### src/rtl/i2c_master_byte_if.sv
// Request, open-drain line control and status bundle for i2c_master_byte.
// The master modport is the engine's view; the slave modport is the requester/bus side.
interface i2c_master_byte_if;
    logic       start;
    logic       rw;
    logic [6:0] addr;
    logic [7:0] wdata;
    logic       sda_i;
    logic       scl_i;
    logic       sda_oe;
    logic       scl_oe;
    logic       busy;
    logic       done;
    logic       ack_err;
    logic [7:0] rdata;

    modport master (
        input  start, rw, addr, wdata, sda_i, scl_i,
        output sda_oe, scl_oe, busy, done, ack_err, rdata
    );

    modport slave (
        output start, rw, addr, wdata, sda_i, scl_i,
        input  sda_oe, scl_oe, busy, done, ack_err, rdata
    );
endinterface

### src/rtl/i2c_master_byte.sv
// Single-byte I2C master: START, addr+R/W, ACK, one data byte, ACK/NACK, STOP; 4 i2c_clk phases per bus bit.
// Optional slave clock stretching with timeout is enabled by defining I2C_MASTER_CLK_STRETCH_EN.
module i2c_master_byte #(
    parameter int BUS_FREE_CYCLES = 4,
    parameter int STRETCH_TIMEOUT = 255
) (
    input  logic              i2c_clk,
    input  logic              reset,
    i2c_master_byte_if.master bus
);
    localparam int FREE_W = (BUS_FREE_CYCLES > 0) ? $clog2(BUS_FREE_CYCLES + 1) : 1;

    typedef enum logic [3:0] {
        IDLE, START, ADDR, ADDR_ACK, WR, WR_ACK, RD, RD_ACK, STOP
    } state_t;

    state_t              state_q, state_d;
    logic [1:0]          phase_q, phase_d;
    logic [2:0]          bit_q, bit_d;
    logic [7:0]          addr_byte_q, addr_byte_d;
    logic [7:0]          wdata_q, wdata_d;
    logic [7:0]          rx_q, rx_d;
    logic [FREE_W-1:0]   free_q, free_d;
    logic                sda_oe_q, sda_oe_d;
    logic                scl_oe_q, scl_oe_d;
    logic                busy_q, busy_d;
    logic                done_q, done_d;
    logic                ack_err_q, ack_err_d;
    logic [7:0]          rdata_q, rdata_d;
    logic                tx_next;
    logic                stretch_hold;
    logic                stretch_timeout;

`ifdef I2C_MASTER_CLK_STRETCH_EN
    localparam int STRETCH_W = $clog2(STRETCH_TIMEOUT + 1);

    logic [STRETCH_W-1:0] stretch_q, stretch_d;

    // p1 is held while the slave keeps SCL low; the counter clears whenever p1 is not being held.
    always_comb begin
        stretch_d       = '0;
        stretch_hold    = 1'b0;
        stretch_timeout = 1'b0;
        if (state_q != IDLE && phase_q == 2'd1 && !bus.scl_i) begin
            if (stretch_q == STRETCH_W'(STRETCH_TIMEOUT)) begin
                stretch_timeout = 1'b1;
            end else begin
                stretch_hold = 1'b1;
                stretch_d    = stretch_q + STRETCH_W'(1);
            end
        end
    end

    always_ff @(posedge i2c_clk) begin
        if (reset) begin
            stretch_q <= '0;
        end else begin
            stretch_q <= stretch_d;
        end
    end
`else
    logic unused_stretch;

    assign stretch_hold    = 1'b0;
    assign stretch_timeout = 1'b0;
    assign unused_stretch  = bus.scl_i & (STRETCH_TIMEOUT > 0);
`endif

    always_comb begin
        state_d     = state_q;
        phase_d     = phase_q;
        bit_d       = bit_q;
        addr_byte_d = addr_byte_q;
        wdata_d     = wdata_q;
        rx_d        = rx_q;
        free_d      = free_q;
        ack_err_d   = ack_err_q;
        rdata_d     = rdata_q;
        done_d      = 1'b0;

        if (state_q == IDLE) begin
            phase_d = 2'd0;
            bit_d   = 3'd0;
            if (free_q != '0) begin
                free_d = free_q - FREE_W'(1);
            end else if (bus.start) begin
                state_d     = START;
                addr_byte_d = {bus.addr, bus.rw};
                wdata_d     = bus.wdata;
                ack_err_d   = 1'b0;
            end
        end else if (stretch_timeout) begin
            state_d   = IDLE;
            phase_d   = 2'd0;
            ack_err_d = 1'b1;
            done_d    = 1'b1;
            free_d    = FREE_W'(BUS_FREE_CYCLES);
        end else if (!stretch_hold) begin
            phase_d = phase_q + 2'd1;
            if (phase_q == 2'd2) begin
                case (state_q)
                    ADDR_ACK, WR_ACK: if (bus.sda_i) ack_err_d = 1'b1;
                    RD:               rx_d = {rx_q[6:0], bus.sda_i};
                    default:          ;
                endcase
            end
            // Bit boundaries: bit_q wraps 7 -> 0 on its own, so it is ready for the next byte.
            if (phase_q == 2'd3) begin
                case (state_q)
                    START: state_d = ADDR;
                    ADDR: begin
                        bit_d = bit_q + 3'd1;
                        if (bit_q == 3'd7) state_d = ADDR_ACK;
                    end
                    ADDR_ACK: begin
                        if (ack_err_q)           state_d = STOP;
                        else if (addr_byte_q[0]) state_d = RD;
                        else                     state_d = WR;
                    end
                    WR: begin
                        bit_d = bit_q + 3'd1;
                        if (bit_q == 3'd7) state_d = WR_ACK;
                    end
                    WR_ACK: state_d = STOP;
                    RD: begin
                        bit_d = bit_q + 3'd1;
                        if (bit_q == 3'd7) state_d = RD_ACK;
                    end
                    RD_ACK: state_d = STOP;
                    STOP: begin
                        state_d = IDLE;
                        done_d  = 1'b1;
                        free_d  = FREE_W'(BUS_FREE_CYCLES);
                        if (addr_byte_q[0] && !ack_err_q) rdata_d = rx_q;
                    end
                    default: state_d = IDLE;
                endcase
            end
        end
    end

    // Line enables are decoded from the next state/phase so they register in step with the FSM.
    always_comb begin
        sda_oe_d = 1'b0;
        scl_oe_d = 1'b0;
        tx_next  = (state_d == ADDR) ? addr_byte_d[~bit_d] : wdata_d[~bit_d];
        case (state_d)
            START: begin
                sda_oe_d = phase_d[1];
                scl_oe_d = (phase_d == 2'd3);
            end
            ADDR, WR: begin
                sda_oe_d = ~tx_next;
                scl_oe_d = (phase_d == 2'd0) || (phase_d == 2'd3);
            end
            ADDR_ACK, WR_ACK, RD, RD_ACK: begin
                scl_oe_d = (phase_d == 2'd0) || (phase_d == 2'd3);
            end
            STOP: begin
                sda_oe_d = (phase_d <= 2'd1);
                scl_oe_d = (phase_d == 2'd0);
            end
            default: ;
        endcase
        busy_d = (state_d != IDLE);
    end

    always_ff @(posedge i2c_clk) begin
        if (reset) begin
            state_q     <= IDLE;
            phase_q     <= 2'd0;
            bit_q       <= 3'd0;
            addr_byte_q <= 8'h00;
            wdata_q     <= 8'h00;
            rx_q        <= 8'h00;
            free_q      <= '0;
            sda_oe_q    <= 1'b0;
            scl_oe_q    <= 1'b0;
            busy_q      <= 1'b0;
            done_q      <= 1'b0;
            ack_err_q   <= 1'b0;
            rdata_q     <= 8'h00;
        end else begin
            state_q     <= state_d;
            phase_q     <= phase_d;
            bit_q       <= bit_d;
            addr_byte_q <= addr_byte_d;
            wdata_q     <= wdata_d;
            rx_q        <= rx_d;
            free_q      <= free_d;
            sda_oe_q    <= sda_oe_d;
            scl_oe_q    <= scl_oe_d;
            busy_q      <= busy_d;
            done_q      <= done_d;
            ack_err_q   <= ack_err_d;
            rdata_q     <= rdata_d;
        end
    end

    assign bus.sda_oe  = sda_oe_q;
    assign bus.scl_oe  = scl_oe_q;
    assign bus.busy    = busy_q;
    assign bus.done    = done_q;
    assign bus.ack_err = ack_err_q;
    assign bus.rdata   = rdata_q;
endmodule

### src/flat_wrapper.sv
// flat-port wrapper written by rule: the top's interface ports become plain ports
module i2c_master_byte_flat 
#(
    parameter int BUS_FREE_CYCLES = 4,
    parameter int STRETCH_TIMEOUT = 255
)
  (i2c_clk, reset, bus_start, bus_rw, bus_addr, bus_wdata, bus_sda_i, bus_scl_i, bus_sda_oe, bus_scl_oe, bus_busy, bus_done, bus_ack_err, bus_rdata);
  i2c_master_byte_if bus_i ();
  input  logic i2c_clk;
  input  logic reset;
  input wire logic [$bits(bus_i.start)-1:0] bus_start;
  input wire logic [$bits(bus_i.rw)-1:0] bus_rw;
  input wire logic [$bits(bus_i.addr)-1:0] bus_addr;
  input wire logic [$bits(bus_i.wdata)-1:0] bus_wdata;
  input wire logic [$bits(bus_i.sda_i)-1:0] bus_sda_i;
  input wire logic [$bits(bus_i.scl_i)-1:0] bus_scl_i;
  output wire logic [$bits(bus_i.sda_oe)-1:0] bus_sda_oe;
  output wire logic [$bits(bus_i.scl_oe)-1:0] bus_scl_oe;
  output wire logic [$bits(bus_i.busy)-1:0] bus_busy;
  output wire logic [$bits(bus_i.done)-1:0] bus_done;
  output wire logic [$bits(bus_i.ack_err)-1:0] bus_ack_err;
  output wire logic [$bits(bus_i.rdata)-1:0] bus_rdata;
  assign bus_i.start = bus_start;
  assign bus_i.rw = bus_rw;
  assign bus_i.addr = bus_addr;
  assign bus_i.wdata = bus_wdata;
  assign bus_i.sda_i = bus_sda_i;
  assign bus_i.scl_i = bus_scl_i;
  assign bus_sda_oe = bus_i.sda_oe;
  assign bus_scl_oe = bus_i.scl_oe;
  assign bus_busy = bus_i.busy;
  assign bus_done = bus_i.done;
  assign bus_ack_err = bus_i.ack_err;
  assign bus_rdata = bus_i.rdata;
  i2c_master_byte #(.BUS_FREE_CYCLES(BUS_FREE_CYCLES), .STRETCH_TIMEOUT(STRETCH_TIMEOUT)) u_core (.i2c_clk(i2c_clk), .reset(reset), .bus(bus_i));
endmodule
### config.mk
export PLATFORM = sky130hd
export DESIGN_NAME = i2c_master_byte_flat
export DESIGN_NICKNAME = d
export VERILOG_FILES = /design/src/rtl/i2c_master_byte_if.sv /design/src/rtl/i2c_master_byte.sv /design/src/flat_wrapper.sv
export SDC_FILE = /design/constraint.sdc
export NUM_CORES = 1
export LEC_CHECK = 0
export CORE_ASPECT_RATIO = 1.5
export CORE_MARGIN = 8
export CORE_UTILIZATION = 58
export CTS_CLUSTER_SIZE = 25
export DETAILED_ROUTE_END_ITERATION = 8
export HOLD_SLACK_MARGIN = 0.12
export PLACE_DENSITY = 0.81
export SYNTH_ARGS = -nofsm -noshare
export SYNTH_HDL_FRONTEND = slang
export SYNTH_SLANG_ARGS = --single-unit
### constraint.sdc
create_clock -name i2c_clk -period 5.2 [get_ports i2c_clk]
set_input_delay 0.78 -clock i2c_clk [delete_from_list [all_inputs] [get_ports i2c_clk]]
set_output_delay 0.78 -clock i2c_clk [all_outputs]
set_load 0.01 [all_outputs]
==> results of run 1 <==
-- per-layer routing --
metal / up-vias / wire, um
met5: - / 0
met4: 0 / 152
met3: 13 / 186
met2: 38 / 2230
met1: 867 / 1970
li1: 965 / -
-- registers in the layout, indices dropped and copies added, names as in the netlist, 2 cells and up --
name,flops
u_core.bit_q,3
u_core.rx_q,8
u_core.state_q,4
u_core.bus.rdata,8
u_core.addr_byte_q,8
u_core.wdata_q,8
u_core.phase_q,2
u_core.free_q,3
-- tightest hold or removal path, cell delays in order (launching register included) --
cell and delay, ps:
sky130_fd_sc_hd__dfxtp_1 310, sky130_fd_sc_hd__nand2_1 50, sky130_fd_sc_hd__a21oi_1 50
-- layout make-up --
| type | instances | area, um2 | share of cell area |
|---|---|---|---|
| Clock buffer | 5 | 68.8 | 0.0251 |
| Multi-Input combinational cell | 193 | 1220 | 0.447 |
| Inverter | 9 | 33.8 | 0.0123 |
| Timing Repair Buffer | 33 | 328 | 0.120 |
| Clock inverter | 3 | 46.3 | 0.0169 |
| Tap cell | 45 | 56.3 | 0.0206 |
| Sequential cell | 49 | 981 | 0.358 |
-- worst paths after layout --
path / startpoint / endpoint / depth (start not counted)
worst max register to register: u_core.state_q[3] / u_core.bus.sda_oe / 6
worst min-delay path: u_core.wdata_q[5] / u_core.wdata_q[5] / 2
worst max-delay path: u_core.state_q[3] / u_core.bus.sda_oe / 6
worst min register to register: u_core.wdata_q[5] / u_core.wdata_q[5] / 2
-- synth_stat cells (2+ instances only) --
library cell / instances
sky130_fd_sc_hd__a211oi_1: 2
sky130_fd_sc_hd__a21oi_1: 22
sky130_fd_sc_hd__a31oi_1: 3
sky130_fd_sc_hd__buf_2: 6
sky130_fd_sc_hd__buf_6: 2
sky130_fd_sc_hd__clkbuf_1: 6
sky130_fd_sc_hd__dfxtp_1: 49
sky130_fd_sc_hd__ha_1: 9
sky130_fd_sc_hd__inv_1: 9
sky130_fd_sc_hd__mux2_2: 4
sky130_fd_sc_hd__mux2i_1: 21
sky130_fd_sc_hd__nand2_1: 42
sky130_fd_sc_hd__nand2b_1: 3
sky130_fd_sc_hd__nand3_1: 4
sky130_fd_sc_hd__nor2_1: 33
sky130_fd_sc_hd__nor2_2: 2
sky130_fd_sc_hd__nor2b_1: 4
sky130_fd_sc_hd__nor3_1: 5
sky130_fd_sc_hd__nor3b_1: 2
sky130_fd_sc_hd__o211a_1: 2
sky130_fd_sc_hd__o211ai_1: 2
sky130_fd_sc_hd__o21ai_0: 6
sky130_fd_sc_hd__o22ai_1: 2
sky130_fd_sc_hd__o31a_1: 2
sky130_fd_sc_hd__or3_1: 2
-- where the power goes --
group	total, uW	switching (uW)	leakage [uW]	internal, uW
sequential	460	36.4	0.000398	424
clock	271	127	0.0000543	144
combinational	319	178	0.000661	140
-- per-stage QoR --
stage / std cells / util / setup WS, ps / hold WS, ps
after floorplan: 265 / - / 3230 / 432
after global placement: 329 / 0.674 / 2420 / 441
after detailed placement: 329 / 0.674 / 2420 / 449
after CTS: 337 / 0.704 / 2580 / 461
after global routing: 337 / 0.704 / 2350 / 483
final: 337 / 0.704 / 2590 / 457
-- cell families after synthesis --
| logic type | after synthesis |
|---|---|
| buffers and inverters | 23 |
| adder cells (fa/ha/maj) | 9 |
| AO/OA/AOI/OAI | 52 |
| AND/OR/NAND/NOR | 106 |
| XOR/XNOR | 1 |
| multiplexers | 25 |
| flip-flops | 49 |
==> results.rst, run 1 <==
.. list-table::
   :header-rows: 1

   * - Metric
     - Value
   * - Input/output buffers
     - 32
   * - Type of element launching the critical path
     - register
   * - Final Max Tran Viols
     - 0
   * - Area share of fa/ha/maj cells after synthesis
     - 0.0487
   * - Endpoints failing hold
     - 0
   * - Dominant combinational cell family by area after synthesis
     - simple AND/OR/NAND/NOR gates
   * - Final Cell Area
     - 2740 um2
   * - Class of the tightest hold or removal check
     - register to register
   * - Share of the yosys chip area belonging to registers
     - 0.424
   * - Global router's overall resource usage
     - 0.157
   * - Count of maximum capacitance violations
     - 0
   * - Met3 track utilization from global routing
     - 0.0395
   * - Share of the synthesized area in compound gates (AO/OA/AOI/OAI)
     - 0.154
   * - Power per Cell Area
     - 384 nW/um2
   * - Total power of the final layout
     - 1050 uW
   * - Status
     - complete, no violations
   * - Remaining number of nets flagged by the antenna check after routing
     - 0
   * - Synthesis-stage register bit count
     - 49
   * - Clk buf depth
     - 2
   * - 1st-pass router iterations
     - 4
   * - Final net count
     - 321
   * - Global routing met1 resource utilization
     - 0.179
   * - Number of antenna violations at the first check in global routing
     - 0
   * - Post-route clock period utilization
     - 0.501
   * - Net count after synthesis
     - 295
   * - Most utilized layer in the global route result
     - met2
   * - Total number of yosys warnings
     - 0
   * - RePlAce Congestion
     - 0.851
   * - Critical path capture point type
     - register
   * - Synth area leaders
     - sky130_fd_sc_hd__dfxtp_1 42%, sky130_fd_sc_hd__mux2i_1 9.1%, sky130_fd_sc_hd__nand2_1 6.8%, sky130_fd_sc_hd__nor2_1 5.4%, sky130_fd_sc_hd__ha_1 4.9%
   * - Cell Area, Placed
     - 2620 um2
   * - Skew final
     - 8.25 ps
   * - Highest clock rate
     - 384 MHz
   * - Top-level port count
     - 34
   * - CTS root buf
     - sky130_fd_sc_hd__clkbuf_8
   * - Prevailing post-synth register cell
     - sky130_fd_sc_hd__dfxtp_1
   * - Worst reg-to-reg setup slack
     - 2590 ps
   * - Number of hold buffers added after cts
     - 0
   * - Mean Syn Cell Area
     - 8.73 um2
   * - Signed area change from the synthesized netlist to the final layout
     - 18.3%
   * - Fraction of synthesized area in multiplexers
     - 0.110
   * - DRC
     - 0
   * - Total leakage power
     - 0.00111 uW
   * - N_diodes
     - 0
   * - Die span in y
     - 93.3 um
   * - Xor-xnor portion of the synthesized cell area
     - 0.00379
   * - TritonCTS clock tree
     - done
   * - Critical Path Slowest Stage Cell
     - sky130_fd_sc_hd__nand3_1
   * - GRT Residual Overflow
     - 0
   * - Core Area
     - 3890 um2
   * - Delay-heaviest family, CP
     - simple AND/OR/NAND/NOR gates
   * - Most used cells in the layout excluding fill and tap cells
     - 49 x sky130_fd_sc_hd__dfxtp_1, 42 x sky130_fd_sc_hd__nand2_1, 33 x sky130_fd_sc_hd__nor2_1
   * - Cell area after synthesis
     - 2310 um2
   * - Max Fanout on Critical Path
     - 18
   * - Final-layout setup total negative slack
     - 0 ps
   * - Num CTS Buffers
     - 5
   * - Clock-pin transition on the worst setup and hold timing paths
     - 90 ps
   * - Largest area contributor in the synthesized netlist
     - sky130_fd_sc_hd__dfxtp_1
   * - Combined buffer and inverter count along the critical path
     - 0
   * - Relative slew slack
     - 0.508
   * - Commonest non-fill, non-tap cell in the layout
     - sky130_fd_sc_hd__dfxtp_1
   * - Mean routed wirelength per cell
     - 13.5 um
   * - Worst setup path category
     - register to register
   * - Data arrival at the endpoint of the critical path
     - 2840 ps
   * - Worst path cell trace
     - nor4_4 -> nand3_1 -> nand2b_1 -> a31oi_1 -> or3_1 -> o211ai_1
   * - Slew of the pin with the lowest slew margin
     - 737 ps
   * - Number of resized instances in the post-cts repair step
     - 0
   * - Effective utilization at floorplan
     - 0.595
   * - Number of sinks handled by clock tree synthesis
     - 49
   * - Average vias per placed instance
     - 5.59
   * - Starting DRC count in detailed routing
     - 138
   * - Minimum clock period
     - 2610 ps
   * - Number of flops mapped to enable cells by yosys
     - 0
   * - M2 GR Usage
     - 0.253
   * - Required time worst endpoint
     - 5430 ps
   * - Synthesized instance count
     - 265
   * - Post-CTS setup buffer count
     - 0
   * - Number of distinct library cells after synthesis
     - 46
   * - Final setup violation count
     - 0
   * - Fraction of final layout cells sized beyond drive strength 1
     - 0.0685
   * - Maximum number of pins on one net before global-route repair
     - 51
   * - Number of fillers in the final layout
     - 303
   * - H-tree Lvls
     - 2
   * - Share of Yosys cell area claimed by the top area cell type
     - 0.424
   * - RSZ-0062 raised after global routing
     - no
   * - Async set-or-reset flop fraction in the synthesized netlist
     - 0
   * - Worst-skew pair later-pin latency
     - 310 ps
   * - Area of the die
     - 6300 um2
   * - Die X
     - 67.6 um
   * - Total number of vias
     - 1883
   * - Longest individual stage delay on the worst path
     - 610 ps
   * - WL final
     - 4540 um
   * - Fraction of the mapped netlist area in simple logic gates
     - 0.212
   * - Maximum vdd drop
     - 336 uV
   * - Vias in the first global route
     - 1808
   * - Global-route wire length before repair
     - 7880 um
   * - Num rows
     - 28
   * - Estimated wirelength of the detail-placed design
     - 3200 um
Note: power is estimated with default switching activity, not from simulation.
==> run 2, diff against run 1 <==
--- a/config.mk
+++ b/config.mk
@@ -7,11 +7,11 @@
 export LEC_CHECK = 0
 export CORE_ASPECT_RATIO = 1.5
 export CORE_MARGIN = 8
-export CORE_UTILIZATION = 58
+export CORE_UTILIZATION = 53
 export CTS_CLUSTER_SIZE = 25
 export DETAILED_ROUTE_END_ITERATION = 8
 export HOLD_SLACK_MARGIN = 0.12
-export PLACE_DENSITY = 0.81
+export PLACE_DENSITY = 0.74
 export SYNTH_ARGS = -nofsm -noshare
 export SYNTH_HDL_FRONTEND = slang
 export SYNTH_SLANG_ARGS = --single-unit
==> constraint.sdc (replaced) <==
create_clock -name i2c_clk -period 2.41 [get_ports i2c_clk]
set_input_delay 0.3615 -clock i2c_clk [delete_from_list [all_inputs] [get_ports i2c_clk]]
set_output_delay 0.3615 -clock i2c_clk [all_outputs]
set_load 0.01 [all_outputs]
==> results.rst, run 2 (synthesis gave the netlist of run 1 again) <==
.. list-table::
   :header-rows: 1

   * - Metric
     - Value
   * - Final net count
     - 326 (was 321)
   * - Starting DRC count in detailed routing
     - 126 (was 138)
   * - Sum of met2 wire segment lengths after detailed routing
     - 2280 um (was 2230 um)
   * - N_diodes
     - 0 (unchanged)
   * - Commonest non-fill, non-tap cell in the layout
     - sky130_fd_sc_hd__dfxtp_1 (unchanged)
   * - Total number of vias
     - 1879 (was 1883)
   * - Average vias per placed instance
     - 5.49 (was 5.59)
   * - Post-route clock period utilization
     - 0.899 (was 0.501)
   * - Top-level port count
     - 34 (unchanged)
   * - CTS root buf
     - sky130_fd_sc_hd__clkbuf_8 (unchanged)
   * - Top routing layer in use
     - met4 (unchanged)
   * - Num CTS Buffers
     - 5 (unchanged)
   * - Area of the die
     - 6780 um2 (was 6300 um2)
   * - Number of antenna violations at the first check in global routing
     - 0 (unchanged)
   * - Skew final
     - 4.56 ps (was 8.25 ps)
   * - Global-route wire length before repair
     - 8000 um (was 7880 um)
   * - Most used cells in the layout excluding fill and tap cells
     - 49 x sky130_fd_sc_hd__dfxtp_1, 42 x sky130_fd_sc_hd__nand2_1, 33 x sky130_fd_sc_hd__nor2_1 (unchanged)
   * - Total leakage power
     - 0.00113 uW (was 0.00111 uW)
   * - Core Area
     - 4210 um2 (was 3890 um2)
   * - Max Fanout on Critical Path
     - 9 (was 18)
   * - Vias in the first global route
     - 1846 (was 1808)
   * - Highest clock rate
     - 461 MHz (was 384 MHz)
   * - Data arrival at the endpoint of the critical path
     - 2390 ps (was 2840 ps)
   * - H-tree Lvls
     - 2 (unchanged)
   * - RePlAce Congestion
     - 0.790 (was 0.851)
   * - Maximum vdd drop
     - 772 uV (was 336 uV)
   * - Count of maximum capacitance violations
     - 0 (unchanged)
   * - RSZ-0062 raised after global routing
     - no (unchanged)
   * - Global router's overall resource usage
     - 0.137 (was 0.157)
   * - Estimated wirelength of the detail-placed design
     - 3400 um (was 3200 um)
   * - Worst path cell trace
     - ha_1 -> nor4b_2 -> o21ai_2 -> nand2_1 -> mux2_2 -> o22ai_1 -> o211ai_1 -> o211ai_1 (was nor4_4 -> nand3_1 -> nand2b_1 -> a31oi_1 -> or3_1 -> o211ai_1)
   * - Final-layout setup total negative slack
     - 0 ps (unchanged)
   * - Longest individual stage delay on the worst path
     - 360 ps (was 610 ps)
   * - Critical Path Slowest Stage Cell
     - sky130_fd_sc_hd__mux2_2 (was sky130_fd_sc_hd__nand3_1)
   * - Clk buf depth
     - 2 (unchanged)
   * - Mean routed wirelength per cell
     - 13.8 um (was 13.5 um)
   * - Final Cell Area
     - 2760 um2 (was 2740 um2)
   * - Metal-1 WL
     - 2190 um (was 1970 um)
   * - Relative slew slack
     - 0.609 (was 0.508)
   * - Minimum clock period
     - 2170 ps (was 2610 ps)
   * - Number of sinks handled by clock tree synthesis
     - 49 (unchanged)
   * - Final Worst Setup Slack
     - 243 ps (was 2590 ps)
   * - WL final
     - 4710 um (was 4540 um)
   * - 1st-pass router iterations
     - 5 (was 4)
   * - Placement Setup Slack
     - 171 ps (was 2420 ps)
   * - DRC
     - 0 (unchanged)
   * - Fraction of final layout cells sized beyond drive strength 1
     - 0.0845 (was 0.0685)
   * - Type of element launching the critical path
     - register (unchanged)
   * - Cell Area, Placed
     - 2660 um2 (was 2620 um2)
   * - Critical path capture point type
     - register (unchanged)
   * - Combined buffer and inverter count along the critical path
     - 0 (unchanged)
   * - Effective utilization at floorplan
     - 0.549 (was 0.595)
   * - Die span in y
     - 96.9 um (was 93.3 um)
   * - Most used cell along the critical path
     - sky130_fd_sc_hd__o211ai_1
   * - Delay-heaviest family, CP
     - simple AND/OR/NAND/NOR gates (unchanged)
   * - Maximum number of pins on one net before global-route repair
     - 38 (was 51)
   * - Slew of the pin with the lowest slew margin
     - 585 ps (was 737 ps)
   * - Worst setup path category
     - register to register (unchanged)
   * - Endpoints failing hold
     - 0 (unchanged)
   * - Signed area change from the synthesized netlist to the final layout
     - 19.3% (was 18.3%)
   * - Worst-skew pair later-pin latency
     - 290 ps (was 310 ps)
   * - Required time worst endpoint
     - 2630 ps (was 5430 ps)
   * - Status
     - complete, no violations (unchanged)
   * - Final Max Tran Viols
     - 0 (unchanged)
   * - Die X
     - 69.9 um (was 67.6 um)
   * - Power per Cell Area
     - 793 nW/um2 (was 384 nW/um2)
   * - Input/output buffers
     - 32 (unchanged)
   * - Clock-pin transition on the worst setup and hold timing paths
     - 80 ps (was 90 ps)
   * - Number of fillers in the final layout
     - 380 (was 303)
   * - TritonCTS clock tree
     - done (unchanged)
   * - Final setup violation count
     - 0 (unchanged)
   * - Class of the tightest hold or removal check
     - register to register (unchanged)
   * - GRT Residual Overflow
     - 0 (unchanged)
   * - Total length of routed met3 wires
     - 134 um (was 186 um)
   * - Num rows
     - 29 (was 28)
   * - Remaining number of nets flagged by the antenna check after routing
     - 0 (unchanged)
[run 2: cell types whose count changed in the layout (fill, tap and decap cells not counted)]
cell,delta
sky130_fd_sc_hd__nor4b_1,-1
sky130_fd_sc_hd__clkbuf_8,+1
sky130_fd_sc_hd__nor3_2,+1
sky130_fd_sc_hd__nor3_1,-1
sky130_fd_sc_hd__clkinvlp_4,-1
sky130_fd_sc_hd__buf_4,+5
sky130_fd_sc_hd__nor4b_2,+1
sky130_fd_sc_hd__clkinv_4,-1
sky130_fd_sc_hd__bufinv_16,-1
sky130_fd_sc_hd__clkbuf_1,+1
[run 2: power by group]
| part | internal, uW | switching (uW) | leakage, uW |
|---|---|---|---|
| registers | 915 | 81.8 | 0.000398 |
| logic | 330 | 388 | 0.000692 |
| clock network | 228 | 243 | 0.0000443 |
[run 2: per-stage QoR]
step	util	instances	hold slack (ps)	total power, uW
final	0.655	342	456	2190
after global routing	0.655	342	474	2350
after CTS	0.652	342	459	2210
after detailed placement	0.632	335	448	1730
after global placement	0.632	335	441	1720
after floorplan	-	265	432	1540
[run 2: area by class of cell]
type / count / area [um2] / share of cell area
multi-input cells: 193 / 1230 / 0.447
clock buffers: 7 / 86.3 / 0.0313
repair buffers: 38 / 365 / 0.132
well taps: 46 / 57.6 / 0.0209
flip-flops and latches: 49 / 981 / 0.356
inverters: 9 / 33.8 / 0.0123
[run 2: worst reg2reg max path, delay by kind of cell, from the launching register on]
| family | cells | cell delay, ps |
|---|---|---|
| DFF | 1 | 350 |
| AOI/OAI and AO/OA | 4 | 510 |
| and+or+nand+nor | 2 | 520 |
| adders and majority gates | 1 | 340 |
| muxes | 1 | 360 |
[run 2: timing repair]
action                                  4_1_cts  5_1_grt
setup buffers                                 0        0
endpoints found under the setup margin        0        1
resized for setup                             0        2
hold buffers                                  0        0
[run 2: path summary, 6_finish.rpt]
path / from / to / slack [ps] / depth (start not counted)
setup / recovery: u_core.phase_q[0] / u_core.bus.sda_oe / 240 / 8
hold / removal: u_core.addr_byte_q[5] / u_core.addr_byte_q[5] / 460 / 2
setup reg to reg: u_core.phase_q[0] / u_core.bus.sda_oe / 240 / 8
hold reg to reg: u_core.addr_byte_q[5] / u_core.addr_byte_q[5] / 460 / 2
[run 2: metal layers]
layer / vias up / global-route usage
met5: - / 0
met4: 0 / 0.0668
met2: 25 / 0.228
met3: 8 / 0.0337
met1: 874 / 0.157
li1: 972 / -
==> run 3, diff against run 2 <==
--- a/config.mk
+++ b/config.mk
@@ -12,6 +12,7 @@
 export DETAILED_ROUTE_END_ITERATION = 8
 export HOLD_SLACK_MARGIN = 0.12
 export PLACE_DENSITY = 0.74
+export SKIP_LAST_GASP = 1
 export SYNTH_ARGS = -nofsm -noshare
 export SYNTH_HDL_FRONTEND = slang
 export SYNTH_SLANG_ARGS = --single-unit
==> results of run 3 <==
Same layout as run 2: the final DEF is identical, and so are final timing and power.
